## src/rtl/piano_note_player_if.sv

```systemverilog
// Key byte stream between a byte source (e.g. UART RX FIFO) and the note player.
`timescale 1ns/1ps
interface piano_note_player_if;
    logic [7:0] key_data;
    logic       key_valid;
    logic       key_ready;

    modport master (output key_data, output key_valid, input key_ready);
    modport slave  (input key_data, input key_valid, output key_ready);
endinterface

```

## src/rtl/piano_note_player.sv

```systemverilog
// Reads a tone period from the key-to-tone table for each key byte, then plays it
// for NOTE_CYCLES followed by GAP_CYCLES of silence; unmapped keys are counted.
`timescale 1ns/1ps
module piano_note_player #(
    parameter int NOTE_CYCLES = 25000000,
    parameter int GAP_CYCLES  = 1250000,
    parameter int CNT_WIDTH   = 25
) (
    input  logic                 clk,
    input  logic                 rst_n,
    piano_note_player_if.slave   key,
    output logic [7:0]           rom_address,
    input  logic [23:0]          rom_data,
    output logic [23:0]          tone_period,
    output logic                 note_active,
    input  logic                 stop,
    output logic [7:0]           drop_count
);

    typedef enum logic [1:0] {IDLE, LOOKUP, PLAY, GAP} state_t;

    localparam logic [CNT_WIDTH-1:0] NOTE_LOAD = CNT_WIDTH'(NOTE_CYCLES - 1);
    localparam logic [CNT_WIDTH-1:0] GAP_LOAD  =
        (GAP_CYCLES > 0) ? CNT_WIDTH'(GAP_CYCLES - 1) : '0;

    state_t               state, state_d;
    logic [CNT_WIDTH-1:0] cnt, cnt_d;
    logic [7:0]           rom_address_d;
    logic [23:0]          tone_d;
    logic                 active_d;
    logic [7:0]           drop_d;

    always_comb begin
        // NOTE: every output of this block gets a default first so no path can infer a latch.
        state_d       = state;
        cnt_d         = cnt;
        rom_address_d = rom_address;
        tone_d        = tone_period;
        active_d      = note_active;
        drop_d        = drop_count;

        case (state)
            IDLE: begin
                // stop masks acceptance even though key_ready is still high
                if (!stop && key.key_valid && key.key_ready) begin
                    rom_address_d = key.key_data;
                    state_d       = LOOKUP;
                end
            end
            LOOKUP: begin
                if (stop) begin
                    state_d = IDLE;
                end else if (rom_data == 24'd0) begin
                    if (drop_count != 8'hFF) drop_d = drop_count + 8'd1;
                    state_d = IDLE;
                end else begin
                    tone_d   = rom_data;
                    active_d = 1'b1;
                    cnt_d    = NOTE_LOAD;
                    state_d  = PLAY;
                end
            end
            PLAY: begin
                if (stop || cnt == '0) begin
                    tone_d   = 24'd0;
                    active_d = 1'b0;
                    if (!stop && GAP_CYCLES > 0) begin
                        cnt_d   = GAP_LOAD;
                        state_d = GAP;
                    end else begin
                        state_d = IDLE;
                    end
                end else begin
                    cnt_d = cnt - 1'b1;
                end
            end
            GAP: begin
                if (stop || cnt == '0) state_d = IDLE;
                else                   cnt_d   = cnt - 1'b1;
            end
            default: state_d = IDLE;
        endcase
    end

    always_ff @(posedge clk or negedge rst_n) begin
        if (!rst_n) begin
            state         <= IDLE;
            cnt           <= '0;
            rom_address   <= 8'd0;
            tone_period   <= 24'd0;
            note_active   <= 1'b0;
            drop_count    <= 8'd0;
            key.key_ready <= 1'b0;
        end else begin
            // NOTE: non-blocking assignments so every register samples pre-edge values.
            state         <= state_d;
            cnt           <= cnt_d;
            rom_address   <= rom_address_d;
            tone_period   <= tone_d;
            note_active   <= active_d;
            drop_count    <= drop_d;
            key.key_ready <= (state_d == IDLE);
        end
    end

endmodule

```

## src/flat_wrapper.sv

```systemverilog
// flat-port wrapper written by rule: the top's interface ports become plain ports
module piano_note_player_flat 
#(
    parameter int NOTE_CYCLES = 25000000,
    parameter int GAP_CYCLES  = 1250000,
    parameter int CNT_WIDTH   = 25
)
  (clk, rst_n, rom_address, rom_data, tone_period, note_active, stop, drop_count, key_key_data, key_key_valid, key_key_ready);
  piano_note_player_if key_i ();
  input  logic clk;
  input  logic rst_n;
  output logic [7:0] rom_address;
  input  logic [23:0] rom_data;
  output logic [23:0] tone_period;
  output logic note_active;
  input  logic stop;
  output logic [7:0] drop_count;
  input wire logic [$bits(key_i.key_data)-1:0] key_key_data;
  input wire logic [$bits(key_i.key_valid)-1:0] key_key_valid;
  output wire logic [$bits(key_i.key_ready)-1:0] key_key_ready;
  assign key_i.key_data = key_key_data;
  assign key_i.key_valid = key_key_valid;
  assign key_key_ready = key_i.key_ready;
  piano_note_player #(.NOTE_CYCLES(NOTE_CYCLES), .GAP_CYCLES(GAP_CYCLES), .CNT_WIDTH(CNT_WIDTH)) u_core (.clk(clk), .rst_n(rst_n), .key(key_i), .rom_address(rom_address), .rom_data(rom_data), .tone_period(tone_period), .note_active(note_active), .stop(stop), .drop_count(drop_count));
endmodule
```

## config.mk

```make
export PLATFORM = sky130hd
export DESIGN_NAME = piano_note_player_flat
export DESIGN_NICKNAME = d
export VERILOG_FILES = /design/src/rtl/piano_note_player_if.sv /design/src/rtl/piano_note_player.sv /design/src/flat_wrapper.sv
export SDC_FILE = /design/constraint.sdc
export NUM_CORES = 1
export LEC_CHECK = 0
export BUFFER_PORTS_ARGS = -buffer_cell sky130_fd_sc_hd__buf_2
export CELL_PAD_IN_SITES_DETAIL_PLACEMENT = 0
export CELL_PAD_IN_SITES_GLOBAL_PLACEMENT = 2
export CORE_MARGIN = 3
export CORE_UTILIZATION = 37
export DETAILED_ROUTE_END_ITERATION = 6
export PLACE_DENSITY = 0.95
export SLEW_MARGIN = 30
export SYNTH_ARGS = -nofsm -noshare
export SYNTH_HDL_FRONTEND = slang
export SYNTH_SLANG_ARGS = --single-unit
```

## constraint.sdc

```tcl
create_clock -name clk -period 5.1 [get_ports clk]
set_clock_uncertainty 0.05 [all_clocks]
set_input_delay 1.02 -clock clk [delete_from_list [all_inputs] [get_ports clk]]
set_output_delay 1.02 -clock clk [all_outputs]
set_load 0.01 [all_outputs]
```

==> results of run 1 <==
==> path summary, 6_finish.rpt <==
| check | start | to | slack [ps] | cells past startpoint |
|---|---|---|---|---|
| setup / recovery | stop | u_core.cnt[17] | 2220 | 6 |
| hold / removal | rst_n | u_core.drop_count[0] | 400 | 1 |
| setup reg to reg | u_core.state[1] | u_core.cnt[17] | 2300 | 5 |
| hold reg to reg | u_core.cnt[24] | u_core.cnt[24] | 430 | 1 |
| max in group asynchronous | rst_n | u_core.cnt[0] | 3580 | 2 |
| min in group clk | u_core.cnt[24] | u_core.cnt[24] | 430 | 1 |
==> per-stage QoR <==
stage / util [%] / setup WS, ps / power, mW
CTS: 46.3 / 2230 / 1.93
detailed placement: 43.7 / 1830 / 1.41
floorplan: - / 2380 / 1.19
global route: 46.3 / 2060 / 2.02
finish: 46.3 / 2220 / 1.91
global placement: 43.7 / 1880 / 1.40
==> flip-flops by register name, summed over array words and instances, names as in the netlist <==
signal and count:
u_core.state 2, u_core.drop_count 8, u_core.note_active 1, u_core.key.key_ready 1
u_core.cnt 25, u_core.rom_address 8, u_core.tone_period 24
==> final cells by class <==
| class | count | area (µm²) |
|---|---|---|
| Inverter | 8 | 30.0 |
| Clock inverter | 7 | 98.8 |
| Tap cell | 108 | 135 |
| Multi-Input combinational cell | 212 | 1550 |
| Timing Repair Buffer | 81 | 415 |
| Fill cell | 814 | 4730 |
| Sequential cell | 69 | 1730 |
| Clock buffer | 9 | 124 |
==> synth_stat cells, drive strengths merged, types with 3 or more instances <==
master / n
o21a: 3
o41ai: 7
nand2: 14
nor4: 11
mux2: 9
dfrtp: 69
o22ai: 10
o31ai: 8
clkbuf: 6
nand3: 6
nand2b: 3
o21ai: 14
a21o: 3
xnor2: 7
inv: 8
nor2: 19
buf: 10
and3: 4
a21oi: 3
nor3: 14
nand4: 10
a22o: 33
==> metal layers <==
metal	vias to the layer above	track usage, %	part of all wire, %
li1	1346	-	-
met1	1385	25.0	48
met2	106	25.7	45
met3	6	3.79	5.7
met4	0	5.11	0.75
met5	-	0	0
==> power by group through the flow <==
stage               clock network, mW  logic [mW]  registers (mW)
global route                    0.538       0.564           0.922
finish                          0.505       0.511           0.896
floorplan                           0       0.284           0.909
CTS                             0.517       0.516           0.894
global placement                    0       0.503           0.901
detailed placement                  0       0.519           0.895
==> kinds of logic after synthesis <==
kind of cell,synth area share [%]
flip-flops,51.1
XOR/XNOR,2.07
AND/OR/NAND/NOR,17.1
multiplexers,3.29
adder cells (fa/ha/maj),0.740
AO/OA/AOI/OAI,22.5
buffers and inverters,3.26
==> metrics.md, run 1 <==
| Metric | Value |
|---|---|
| DPL Wire Length | slightly below 6 mm |
| Crit share post-route | roughly 57% |
| Initial antenna violation count | 0 |
| Most frequent cells in the layout | buf_2 (77), dfrtp_1 (69), a22o_1 (33) |
| Distinct cells, synth | 60 |
| Setup Crit Path Kind | in -> reg |
| Sequential share of power | 46.9% |
| Area Overhead vs Synth | 20.5% |
| Synthesized area | 3380 µm² |
| Root buffer cell | clkbuf_8 |
| Combinational Power Share | 26.7% |
| ANT cells | 0 |
| Max Fanout on Critical Path | 19 |
| Most common cell after layout, fill and taps aside | buf_2 |
| Pre-Repair DR Iteration Count | 4 |
| CP Buf/Inv Count | 2 |
| Startpoint Class | input pin |
| Clk sinks | slightly below 70 |
| Dpl cells | 478 |
| CP Capture Type | register |
| Switching Fraction | 34.6% |
| DRC | 0 |
| Die height | a little over 100 µm |
| Post-synth EDFFs | 0 |
| Pin count of the biggest net entering global routing | 67 |
| Fin area | 4080 µm² |
| TritonCTS Buffers | 9 |
| # Post-CTS Setup Buffers | 0 |
| ANT nets after route | 0 |
| Max-slew headroom | 41.7% |
| Biggest cell delay along the critical path | 790 ps |
| Yosys top cell by area | dfrtp_1 |
| Via count | 2843 |
| TritonCTS clock tree | built |
| Synthesized flop and latch total | 69 |
| Max rail drop VDD | 0.000219 V |
| Crit path max-delay cell type | o21a_1 |
| Gr ovfl total | 0 |
| Worst Tran Pin Value | a little under 900 ps |
| Initial core utilization | 38.4% |
| Post-synth ARST share | 100% |
| Cell Area, Placed | approximately 3900 µm² |
| Port Buffers | 77 |
| Share of post-route cells with drive strength above 1 | 30.1% |
| Cts repair resizes | 0 |
| Hold crit path type | in -> async |
| Non-Filler Instances | 494 |
| CP required | 5270 ps |
| Number of max-cap violations | 0 |
| Post-Syn Instances | 305 |
| Synth Net Count | about 340 |
| Yosys top cell area share | 51.1% |
| Hold-fix buffers, CTS | 0 |
| Register area share after synthesis | 51.1% |
| Total track usage | 17.2% |
| Nets | 419 |
| Clk slew on worst S/H paths | 80 ps |
| Die Wd | 102 µm |
| Final slew viol count | 0 |
| Crit path time final | roughly 2900 ps |
| Largest delay share family, worst path | compound AO/OA/AOI/OAI gates |
| Hold WS | just over 400 ps |
| Final Hold Viols | 0 |
| Int Pwr | 1.25 mW |
| Core area | 8810 µm² |
| Clock share of power | 26.4% |
| I/O pins | 78 |
| Status | finished, final reports clean |
| Avg Inst Size Synth | 11.1 µm² |
| Die ar. | 10300 µm² |
| DR WL/cell | approximately 17 µm |
| RSZ-0062 raised after global routing | false |
| DRT Wirelength | roughly 8.6 mm |
| Clock Latency Late Sink | around 350 ps |
| Yosys Warn Count | 0 |
| Initial drt markers | 166 |
| Vias in the first global route | 2767 |
| Row cnt | 34 |
| Final Setup Violations | 0 |
| Synth area leaders | dfrtp_1 (51%), a22o_1 (8.5%), mux2_2 (2.7%), nor2_1 (2.0%), o22ai_1 (1.8%) |
| PwrDens | around 470 nW/µm² |
| H-tree levels | 3 |
| DR vias/cell | 5.76 |
| Max Root-Sink Buffers | 2 |
| CP Cell Sequence | buf_2, nor3b_2, o21a_1, nor2_8, inv_2, a22oi_1 |
| First-pass GRT wire length | 14.0 mm |
| Setup TNS | 0 ps |
| Fmax | about 0.35 GHz |
| Top FF cell, synth | dfrtp_1 |
| Placer's final routability congestion estimate | 0.796 |
| Crit path arrival time | 3050 ps |
| P_leak | between 1.5 and 2 nW |
| Sw Pwr | 0.661 mW |
Power figures use the tool's default switching activity.
==> inputs of run 2 (changes only) <==
--- a/config.mk
+++ b/config.mk
@@ -5,13 +5,14 @@
 export SDC_FILE = /design/constraint.sdc
 export NUM_CORES = 1
 export LEC_CHECK = 0
+export ABC_AREA = 1
 export BUFFER_PORTS_ARGS = -buffer_cell sky130_fd_sc_hd__buf_2
 export CELL_PAD_IN_SITES_DETAIL_PLACEMENT = 0
 export CELL_PAD_IN_SITES_GLOBAL_PLACEMENT = 2
 export CORE_MARGIN = 3
-export CORE_UTILIZATION = 37
+export CORE_UTILIZATION = 31
 export DETAILED_ROUTE_END_ITERATION = 6
-export PLACE_DENSITY = 0.95
+export PLACE_DENSITY = 0.91
 export SLEW_MARGIN = 30
 export SYNTH_ARGS = -nofsm -noshare
 export SYNTH_HDL_FRONTEND = slang
==> constraint.sdc (replaced) <==
create_clock -name clk -period 2.8 [get_ports clk]
set_clock_uncertainty 0.05 [all_clocks]
set_input_delay 0.56 -clock clk [delete_from_list [all_inputs] [get_ports clk]]
set_output_delay 0.56 -clock clk [all_outputs]
set_load 0.01 [all_outputs]
==> run 2 against run 1 <==
Against the previous run: flip-flop and latch count stayed put; global-route usage is 1.5 points lower; clock-buffer cell count rose by 3; power up 83%; combinational power rose by 73%; utilization decreased by 6.8 points; setup slack got worse by 1600 ps; routed wire length is 13% higher; cell area grew 13%; cell count increased by 46%; hold slack got worse by 260 ps; via count increased by 20%; largest power group unchanged; highest routed layer unchanged.
==> metrics.md, run 2 <==
| Metric | Value |
|---|---|
| Placer's final routability congestion estimate | 0.827 |
| Avg Inst Size Synth | 7.69 µm² |
| Top FF cell, synth | dfrtp_1 |
| CP required | 3000 ps |
| Final Setup Violations | 0 |
| Hold crit path type | in -> async |
| Final total power | 3.49 mW |
| Combinational Power Share | 25.3% |
| ANT nets after route | 0 |
| Max Root-Sink Buffers | 2 |
| Area of the multi-input gates | 1780 µm² |
| Worst Tran Pin Value | 564 ps |
| Synth cell count leaders | nand2_1 (147), nand3_1 (77), dfrtp_1 (69) |
| Crit share post-route | between 70% and 80% |
| Max Fanout on Critical Path | 21 |
| # fillers | 1189 |
| Root buffer cell | clkbuf_16 |
| Biggest registers after layout | u_core.cnt (25), u_core.tone_period (24) |
| Post-Syn Instances | 490 |
| Biggest register | u_core.cnt |
| Setup slack at placement | 251 ps |
| Synth Net Count | 528 |
| Clk slew on worst S/H paths | ~60 ps |
| Initial core utilization | between 30% and 40% |
| Number of max-cap violations | 0 |
| Post-synth EDFFs | 0 |
| Cts repair resizes | 0 |
| Nets | 611 |
| Post-synth ARST share | 100% |
| Dpl cells | 705 |
| Most common cell after layout, fill and taps aside | nand2_1 |
| P_leak | 2.49 nW |
| DRC | 0 |
| Die ar. | 13500 µm² |
| Pin count of the biggest net entering global routing | 50 |
| Initial drt markers | 203 |
| Via count | 3420 |
| Clk sinks | just under 70 |
| Int Pwr | 2.35 mW |
| Max-slew headroom | ~62% |
| Non-Filler Instances | 721 |
| Crit path arrival time | 2380 ps |
| First-pass GRT wire length | 16.7 mm |
| Sw Pwr | 1.15 mW |
| Row cnt | 39 |
| Distinct cells, synth | 30 |
| DPL Wire Length | 7.28 mm |
| Synthesized flop and latch total | between 60 and 70 |
| TritonCTS clock tree | built |
| Vias in the first global route | 3435 |
| Pre-Repair DR Iteration Count | 5 |
| Setup WS post-layout | 630 ps |
| Startpoint Class | register |
| ANT cells | 0 |
| CP Capture Type | register |
| DR WL/cell | 13.6 µm |
| Die height | 116 µm |
| Most frequent cell after synthesis | nand2_1 |
| Final Hold Viols | 0 |
| Final slew viol count | 0 |
| H-tree levels | 3 |
| Crit path time final | 2170 ps |
| Core area | 11700 µm² |
| Max reg flops | 25 |
| DR vias/cell | 4.74 |
| # Post-CTS Setup Buffers | 0 |
| Setup TNS | 0 ps |
| Gr ovfl total | 0 |
| Initial antenna violation count | 0 |
| I/O pins | 78 |
| Sequential share of power | 42.3% |
| Status | finished, final reports clean |
| PwrDens | around 760 nW/µm² |
| Setup Crit Path Kind | reg -> reg |
| Most frequent cells in the layout | nand2_1 (147), nand3_1 (77), buf_2 (77) |
| Register area share after synthesis | 45.8% |
| TritonCTS Buffers | 9 |
| Share of post-route cells with drive strength above 1 | 22.0% |
| Clock share of power | 32.5% |
| Yosys top cell by area | dfrtp_1 |
| Area Overhead vs Synth | 22.4% |
| Synth area leaders | dfrtp_1 (46%), nand2_1 (15%), nand3_1 (10%), nor2_1 (5.5%), inv_1 (4.7%) |
| FF/Latch Area | 1730 µm² |
| Hold-fix buffers, CTS | 0 |
| Port Buffers | 77 |
| RSZ-0062 raised after global routing | false |
| Die Wd | 116 µm |
| Synthesized area | 3770 µm² |
| Clock Latency Late Sink | 330 ps |
| Yosys top cell area share | between 40% and 50% |
| Yosys Warn Count | 0 |
| Fmax | between 0.4 and 0.5 GHz |
| DRT Wirelength | 9.78 mm |
| Switching Fraction | 32.8% |
| Total track usage | 15.6% |
| Max rail drop VDD | 0.000325 V |
run 2: cell count changes after synthesis, moves of 8 or more:
cell / before / now
a22o_1: 33 / 0
xor2_1: 1 / 9
nand3_1: 6 / 77
inv_1: 7 / 47
nand2_1: 14 / 147
o22ai_1: 10 / 0
nor3_1: 12 / 3
nor2_1: 18 / 55
run 2: metal layers:
| metal | share of wire [%] | routed length [µm] | track usage [%] | vias to the layer above |
|---|---|---|---|---|
| met2 | 47 | 4550 | 23.8 | 79 |
| met1 | 47 | 4590 | 21.6 | 1588 |
| met4 | 0.74 | 72 | 4.80 | 0 |
| met3 | 5.8 | 567 | 4.61 | 8 |
| li1 | - | - | - | 1745 |
| met5 | 0 | 0 | 0 | - |
run 2: cell type report:
| type | count | area share (%) |
|---|---|---|
| Timing Repair Buffer | 84 | 9.77 |
| Tap cell | 143 | 3.88 |
| Sequential cell | 69 | 37.5 |
| Multi-Input combinational cell | 361 | 38.6 |
| Inverter | 48 | 3.94 |
| Clock buffer | 12 | 5.35 |
| Clock inverter | 4 | 1.03 |
run 2: cell families after synthesis:
family,Yosys count,share of synthesized area [%]
simple gates,312,37.0
flops,69,45.8
buf+inv,60,7.11
compound gates,26,3.99
xor+xnor,13,3.02
mux,8,2.39
fa+ha+maj,2,0.664
run 2: worst max-delay path, stage by stage (launching register included):
cell      delay, ps
dfrtp_1         340
inv_1            70
ha_1            250
nand2_2         120
nor2_4           80
nand2_4          70
nor2_4           50
nand2_4         100
clkinv_2         80
nor2_4          460
nand2_1         280
nand3_1         150
run 2: final timing paths:
path	from	to	slack, ps	cells past startpoint
hold reg to reg	u_core.note_active	u_core.note_active	420	2
hold / removal	rst_n	u_core.tone_period[10]	150	1
setup reg to reg	u_core.cnt[0]	u_core.cnt[20]	630	11
max in group asynchronous	rst_n	u_core.cnt[18]	1910	2
min in group clk	key_key_data[5]	u_core.rom_address[5]	410	2
setup / recovery	u_core.cnt[0]	u_core.cnt[20]	630	11
run 2: metrics by stage:
step           utilization (%)  hold slack (ps)  instance area [µm²]
2_1_floorplan                -              214                 3770
3_3_place_gp              37.0              408                 4310
3_5_place_dp              37.0              421                 4310
4_1_cts                   39.5              155                 4600
5_1_grt                   39.5              172                 4610
6_report                  39.5              148                 4610
run 2: power by group through the flow:
stage	Sequential [mW]	Combinational (mW)	Clock (mW)
detailed placement	1.49	0.896	0
finish	1.48	0.882	1.13
CTS	1.48	0.896	1.16
global placement	1.48	0.878	0
floorplan	1.53	0.493	0
global route	1.52	1.02	1.21
